===== config.mk =====
export PLATFORM = sky130hd
export DESIGN_NAME = id_ex_stage
export DESIGN_NICKNAME = d
export VERILOG_FILES = /design/src/rtl/id_ex_stage_pkg.sv /design/src/rtl/id_ex_hazard_unit.sv /design/src/rtl/id_ex_stage.sv
export SDC_FILE = /design/constraint.sdc
export NUM_CORES = 1
export LEC_CHECK = 0
export BUFFER_PORTS_ARGS = -buffer_cell sky130_fd_sc_hd__buf_4
export CAP_MARGIN = 20
export CORE_MARGIN = 3
export CORE_UTILIZATION = 35
export DETAILED_ROUTE_END_ITERATION = 10
export PLACE_DENSITY = 0.72
export SLEW_MARGIN = 20
export SYNTH_ARGS = -nofsm -noshare
export SYNTH_HDL_FRONTEND = slang
export SYNTH_SLANG_ARGS = --single-unit

===== constraint.sdc =====
create_clock -name clk_i -period 7.2 [get_ports clk_i]
set_clock_uncertainty 0.2 [all_clocks]
set_input_delay 1.08 -clock clk_i [delete_from_list [all_inputs] [get_ports clk_i]]
set_output_delay 1.08 -clock clk_i [all_outputs]
set_load 0.03 [all_outputs]

===== src/rtl/id_ex_stage_pkg.sv =====
// Control-word layout, bubble constants and action encoding shared by the ID/EX stage.
package id_ex_stage_pkg;

  localparam int EX_CTRL_W  = 5;
  localparam int MEM_CTRL_W = 2;
  localparam int WB_CTRL_W  = 2;

  localparam int MEM_CS_BIT = 1;
  localparam int MEM_WE_BIT = 0;
  localparam int WB_MUX_BIT = 1;
  localparam int REG_WE_BIT = 0;

  localparam logic [EX_CTRL_W-1:0]  BUBBLE_EX  = '0;
  localparam logic [MEM_CTRL_W-1:0] BUBBLE_MEM = '0;
  localparam logic [WB_CTRL_W-1:0]  BUBBLE_WB  = '0;

  typedef enum logic [1:0] {
    ACT_LOAD   = 2'd0,
    ACT_BUBBLE = 2'd1,
    ACT_FLUSH  = 2'd2,
    ACT_HOLD   = 2'd3
  } id_ex_action_e;

  // A load reads memory (cs=1, we=0) and writes the register file.
  function automatic logic is_load(input logic [MEM_CTRL_W-1:0] mem, input logic reg_we);
    return mem[MEM_CS_BIT] & ~mem[MEM_WE_BIT] & reg_we;
  endfunction

endpackage


===== src/rtl/id_ex_hazard_unit.sv =====
// Combinational load-use detector: compares the load in EX against the sources in ID.
module id_ex_hazard_unit
  import id_ex_stage_pkg::*;
#(
  parameter int REG_AW = 5
) (
  input  logic                  i_ex_valid,
  input  logic [MEM_CTRL_W-1:0] i_ex_mem_ctrl,
  input  logic                  i_ex_reg_we,
  input  logic [REG_AW-1:0]     i_ex_rt_addr,
  input  logic [REG_AW-1:0]     i_id_rs_addr,
  input  logic [REG_AW-1:0]     i_id_rt_addr,
  input  logic                  i_id_rt_used,
  input  logic                  i_flush,
  input  logic                  i_hold,
  output logic                  o_hazard,
  output logic                  o_stall
);

  logic w_ex_is_load;
  logic w_src_match;

  assign w_ex_is_load = i_ex_valid & is_load(i_ex_mem_ctrl, i_ex_reg_we);
  assign w_src_match  = (i_ex_rt_addr == i_id_rs_addr) |
                        (i_id_rt_used & (i_ex_rt_addr == i_id_rt_addr));

  // $0 is hard-wired, so a load into it can never be a real dependency.
  assign o_hazard = w_ex_is_load & (i_ex_rt_addr != '0) & w_src_match;
  assign o_stall  = o_hazard & ~i_flush & ~i_hold;

endmodule


===== src/rtl/id_ex_stage.sv =====
// ID/EX pipeline register with load-use bubble insertion and flush/hold handling.
// Optional ID_EX_STATS_EN macro adds saturating bubble/flush counters.
module id_ex_stage
  import id_ex_stage_pkg::*;
#(
  parameter int DATA_W = 32,
  parameter int REG_AW = 5
`ifdef ID_EX_STATS_EN
  , parameter int CNT_W = 16
`endif
) (
  input  logic                  clk_i,
  input  logic                  rst_n_i,
  input  logic [EX_CTRL_W-1:0]  ex_ctrl_i,
  input  logic [MEM_CTRL_W-1:0] mem_ctrl_i,
  input  logic [WB_CTRL_W-1:0]  wb_ctrl_i,
  input  logic [DATA_W-1:0]     rs_data_i,
  input  logic [DATA_W-1:0]     rt_data_i,
  input  logic [DATA_W-1:0]     imm_i,
  input  logic [REG_AW-1:0]     rs_addr_i,
  input  logic [REG_AW-1:0]     rt_addr_i,
  input  logic [REG_AW-1:0]     rd_addr_i,
  input  logic                  rt_used_i,
  input  logic                  flush_i,
  input  logic                  hold_i,
  output logic [EX_CTRL_W-1:0]  ex_ctrl_o,
  output logic [MEM_CTRL_W-1:0] mem_ctrl_o,
  output logic [WB_CTRL_W-1:0]  wb_ctrl_o,
  output logic [DATA_W-1:0]     rs_data_o,
  output logic [DATA_W-1:0]     rt_data_o,
  output logic [DATA_W-1:0]     imm_o,
  output logic [REG_AW-1:0]     rs_addr_o,
  output logic [REG_AW-1:0]     rt_addr_o,
  output logic [REG_AW-1:0]     rd_addr_o,
  output logic                  valid_o,
  output logic                  stall_o
`ifdef ID_EX_STATS_EN
  , output logic [CNT_W-1:0]    bubble_cnt_o
  , output logic [CNT_W-1:0]    flush_cnt_o
`endif
);

  logic [EX_CTRL_W-1:0]  r_ex_ctrl;
  logic [MEM_CTRL_W-1:0] r_mem_ctrl;
  logic [WB_CTRL_W-1:0]  r_wb_ctrl;
  logic [DATA_W-1:0]     r_rs_data;
  logic [DATA_W-1:0]     r_rt_data;
  logic [DATA_W-1:0]     r_imm;
  logic [REG_AW-1:0]     r_rs_addr;
  logic [REG_AW-1:0]     r_rt_addr;
  logic [REG_AW-1:0]     r_rd_addr;
  logic                  r_valid;

  logic                  w_hazard;
  logic                  w_stall;
  id_ex_action_e         w_action;

  id_ex_hazard_unit #(.REG_AW(REG_AW)) u_hazard (
    .i_ex_valid    (r_valid),
    .i_ex_mem_ctrl (r_mem_ctrl),
    .i_ex_reg_we   (r_wb_ctrl[REG_WE_BIT]),
    .i_ex_rt_addr  (r_rt_addr),
    .i_id_rs_addr  (rs_addr_i),
    .i_id_rt_addr  (rt_addr_i),
    .i_id_rt_used  (rt_used_i),
    .i_flush       (flush_i),
    .i_hold        (hold_i),
    .o_hazard      (w_hazard),
    .o_stall       (w_stall)
  );

  always_comb begin
    w_action = ACT_LOAD;
    if (hold_i)        w_action = ACT_HOLD;
    else if (flush_i)  w_action = ACT_FLUSH;
    else if (w_hazard) w_action = ACT_BUBBLE;
  end

  always_ff @(posedge clk_i or negedge rst_n_i) begin
    if (!rst_n_i) begin
      r_ex_ctrl  <= BUBBLE_EX;
      r_mem_ctrl <= BUBBLE_MEM;
      r_wb_ctrl  <= BUBBLE_WB;
      r_rs_data  <= '0;
      r_rt_data  <= '0;
      r_imm      <= '0;
      r_rs_addr  <= '0;
      r_rt_addr  <= '0;
      r_rd_addr  <= '0;
      r_valid    <= 1'b0;
    end else begin
      case (w_action)
        ACT_HOLD: ;
        ACT_FLUSH, ACT_BUBBLE: begin
          r_ex_ctrl  <= BUBBLE_EX;
          r_mem_ctrl <= BUBBLE_MEM;
          r_wb_ctrl  <= BUBBLE_WB;
          r_rs_data  <= '0;
          r_rt_data  <= '0;
          r_imm      <= '0;
          r_rs_addr  <= '0;
          r_rt_addr  <= '0;
          r_rd_addr  <= '0;
          r_valid    <= 1'b0;
        end
        default: begin
          r_ex_ctrl  <= ex_ctrl_i;
          r_mem_ctrl <= mem_ctrl_i;
          r_wb_ctrl  <= wb_ctrl_i;
          r_rs_data  <= rs_data_i;
          r_rt_data  <= rt_data_i;
          r_imm      <= imm_i;
          r_rs_addr  <= rs_addr_i;
          r_rt_addr  <= rt_addr_i;
          r_rd_addr  <= rd_addr_i;
          r_valid    <= 1'b1;
        end
      endcase
    end
  end

`ifdef ID_EX_STATS_EN
  logic [CNT_W-1:0] r_bubble_cnt;
  logic [CNT_W-1:0] r_flush_cnt;

  always_ff @(posedge clk_i or negedge rst_n_i) begin
    if (!rst_n_i) begin
      r_bubble_cnt <= '0;
      r_flush_cnt  <= '0;
    end else begin
      if (w_action == ACT_BUBBLE && r_bubble_cnt != '1) r_bubble_cnt <= r_bubble_cnt + 1'b1;
      if (w_action == ACT_FLUSH && r_flush_cnt != '1)   r_flush_cnt  <= r_flush_cnt + 1'b1;
    end
  end

  assign bubble_cnt_o = r_bubble_cnt;
  assign flush_cnt_o  = r_flush_cnt;
`endif

  assign ex_ctrl_o  = r_ex_ctrl;
  assign mem_ctrl_o = r_mem_ctrl;
  assign wb_ctrl_o  = r_wb_ctrl;
  assign rs_data_o  = r_rs_data;
  assign rt_data_o  = r_rt_data;
  assign imm_o      = r_imm;
  assign rs_addr_o  = r_rs_addr;
  assign rt_addr_o  = r_rt_addr;
  assign rd_addr_o  = r_rd_addr;
  assign valid_o    = r_valid;
  assign stall_o    = w_stall;

endmodule


==> results by group <==
Clocking
  – Number of buffers created by CTS: 17
  – Root buf cell: clkbuf_16
  – Postcts setup bufs: 0
  – CTS clk-pin slew, worst paths: 50 ps
  – Clock latency on the worst-skew pair: 400 ps
  – Clock tree buffer depth: 2
  – H-tree levels: 4
  – Clock tree from TritonCTS: built
  – Hold Buf Count CTS: 0
  – Clock Sinks: 121
  – Post_cts resized: 0

Setup path
  – CP Launch Point: flush_i
  – Setup crit end kind: output port
  – RR Endpoint: rd_addr_o[1]
  – Worst R2R Start: rt_addr_o[2]
  – CP Buf/Inv Count: 2
  – Worst Path Required: 5920 ps
  – Delay-heaviest family, CP: simple AND/OR/NAND/NOR gates
  – Max FO, Critical Path: 2
  – Worst Setup EP: stall_o
  – Arrival @ worst endpoint: 2210 ps
  – Reg2reg setup slack: 4050 ps
  – Crit path depth: 5
  – Max stage delay on crit path: 470 ps
  – CP Class: primary input to output port
  – CP Launch Type: primary input
  – CP cell instances: buf_4 -> nor4b_1 -> o21ai_2 -> nor3_1 -> buf_4
  – CP most frequent cell: buf_4
  – CP max stage cell: nor4b_1
  – R2R cell count: 7

Power
  – LEAKAGE: 3.725 nW
  – Power density cells: 262.7 nW/um^2
  – Total power draw: 2.008 mW
  – Max VDD drop: 154.8 uV

Synth
  – Main flop type after synthesis: dfrtp_1
  – Ranking of synthesized cells by area: dfrtp_1 58%, nand2b_1 14%, o21ai_0 9.7%
  – Gate Count Post-Synth: 546
  – EDFF count, synth: 0
  – Synth warn: 0
  – Synthesized cell area: 5201 um^2
  – Synth cell types: 22
  – Post-synthesis sequential area ratio: 58.22%
  – Avg Inst Size Synth: 9.526 um^2
  – Most instantiated cells after synthesis: 121 x dfrtp_1, 121 x nand2_1, 120 x nand2b_1
  – Post-Syn Nets: 672
  – Top cell type's share of synthesized area: 58.22%
  – Async SR Flop Fraction: 100.0%
  – Synth area leader: dfrtp_1
  – Post-synthesis register bit count: 121

Global routing
  – Largest net degree at the start of global routing: 132
  – First-pass GRT wire length: 22020 um
  – Initial antenna violation count: 0
  – Vias in the first global route: 4353
  – Gr ovfl total: 0
  – Gr usage total: 16.91%

Cells and area
  – Synth-to-Final Area Change: 46.98%
  – Design area: 7645 um^2
  – Share of layout cells above drive strength 1: 35.34%
  – NumNets Final: 898
  – Ant. Diodes: 0

Placed design
  – PortBufs: 246
  – DP Area: 7137 um^2
  – Placer Congestion: 0.7556
  – Post-detail-place hpwl: 9206 um

Detailed routing
  – ANT nets after route: 0
  – Vias: 4392
  – WL per Instance: 14.14 um
  – Vias/cell: 4.570
  – Detailed-route wire length: 13590 um
  – Final routed DRC violation total: 0
  – First DRT Iteration DRCs: 252
  – TritonRoute pass-1 iters: 4

Timing
  – Final worst-path cycle share: 48.51%
  – Setup violators final: 0
  – Max-slew violations: 0
  – Worst slew pin tran: 1001 ps
  – Sum Neg Setup Slack: 0 ps
  – Final min period: 3493 ps
  – RSZ-0062 raised after global routing: no
  – Slew Limit Headroom: 33.25%
  – Fin. Hold Viols: 0
  – FMAX: 0.2863 GHz

Die
  – Die H: 127.9 um
  – Initial core utilization: 36.62%
  – Core Area: 14200 um^2
  – Cell Rows: 43
  – DIE WIDTH: 127.9 um
  – IO Pins: 247
  – Die ar.: 16360 um^2

Job
  – Max-cap violations: 0

Run status
  – Status: complete, no violations

Min path
  – Min-Delay Path Class: register to register
==> state kept, by name, indices dropped and copies added (netlist names) <==
signal      cells
ex_ctrl_o       5
imm_o          32
mem_ctrl_o      2
valid_o         1
rd_addr_o       5
rs_data_o      32
rt_data_o      32
rt_addr_o       5
rs_addr_o       5
wb_ctrl_o       2
==> routing by layer <==
metal  vias up  share of wire [%]  wire length (um)  global-route usage (%)
met5         -                  0                 0                       0
met4         0                1.9               265                   5.805
met3        18                8.8              1195                   6.792
met2       166                 46              6307                   26.06
met1      2003                 43              5823                   21.66
li1       2205                  -                 -                       -
==> metrics by stage <==
step | cells | setup WS, ps | utilization [%] | hold WS (ps)
final | 961 | 3707 | 53.82 | 279.2
after global routing | 961 | 3379 | 53.82 | 303.8
after CTS | 961 | 3699 | 53.82 | 284.2
after detailed placement | 933 | 3258 | 50.25 | 272.3
after global placement | 933 | 3305 | 50.25 | 265.7
after floorplan | 546 | 3634 | - | 275.8
==> layout by cell type, fill, tap and decap left out, types with 2 or more instances in the layout <==
master / n
o21ai_0: 101
clkbuf_1: 5
clkbuf_16: 17
nand2_1: 121
nand2b_1: 120
o21ai_1: 19
buf_4: 247
xor2_1: 9
nor3_1: 2
dfrtp_1: 121
clkinv_2: 4
==> layout make-up <==
type / instances / area (um^2)
clock buffer: 23 / 457.9
clock inverter: 5 / 50.05
fill: 1314 / 6559
inverter: 1 / 3.754
multi-input combinational: 383 / 2006
sequential: 121 / 3028
tap: 180 / 225.2
timing repair buffer: 248 / 1874
==> worst min-delay path by stage <==
stage                      start            to  depth (start not counted)
finish              rs_data_o[5]  rs_data_o[5]                          2
global route        ex_ctrl_o[4]  ex_ctrl_o[4]                          2
CTS                 rs_data_o[5]  rs_data_o[5]                          2
detailed placement  rs_data_o[5]  rs_data_o[5]                          2
global placement    rs_data_o[5]  rs_data_o[5]                          2
floorplan           wb_ctrl_o[0]  wb_ctrl_o[0]                          2
==> worst reg2reg max path, delay by kind of cell, from the launching register on <==
| kind | cells | cell delay, ps |
|---|---|---|
| fa+ha+maj | 1 | 810 |
| compound gates | 3 | 640 |
| flops | 1 | 460 |
| buf+inv | 1 | 460 |
| simple gates | 1 | 260 |
| xor+xnor | 1 | 200 |
==> report_power, final <==
group / leakage, nW / internal, mW / switching, mW / total [mW]
Clock: 0.252 / 0.472 / 0.272 / 0.744
Sequential: 1.57 / 0.752 / 0.0437 / 0.795
Combinational: 1.90 / 0.193 / 0.276 / 0.469
==> cell families (layout without fill, tap and decap cells) <==
logic type,after synthesis,in the layout,synth area share [%]
flops,121,121,58.21
compound gates,123,123,12.03
xor+xnor,10,10,1.684
buf+inv,42,277,3.464
fa+ha+maj,1,1,0.2405
mux,1,1,0.1925
simple gates,248,248,24.18
Note: power is estimated with default switching activity, not from simulation.
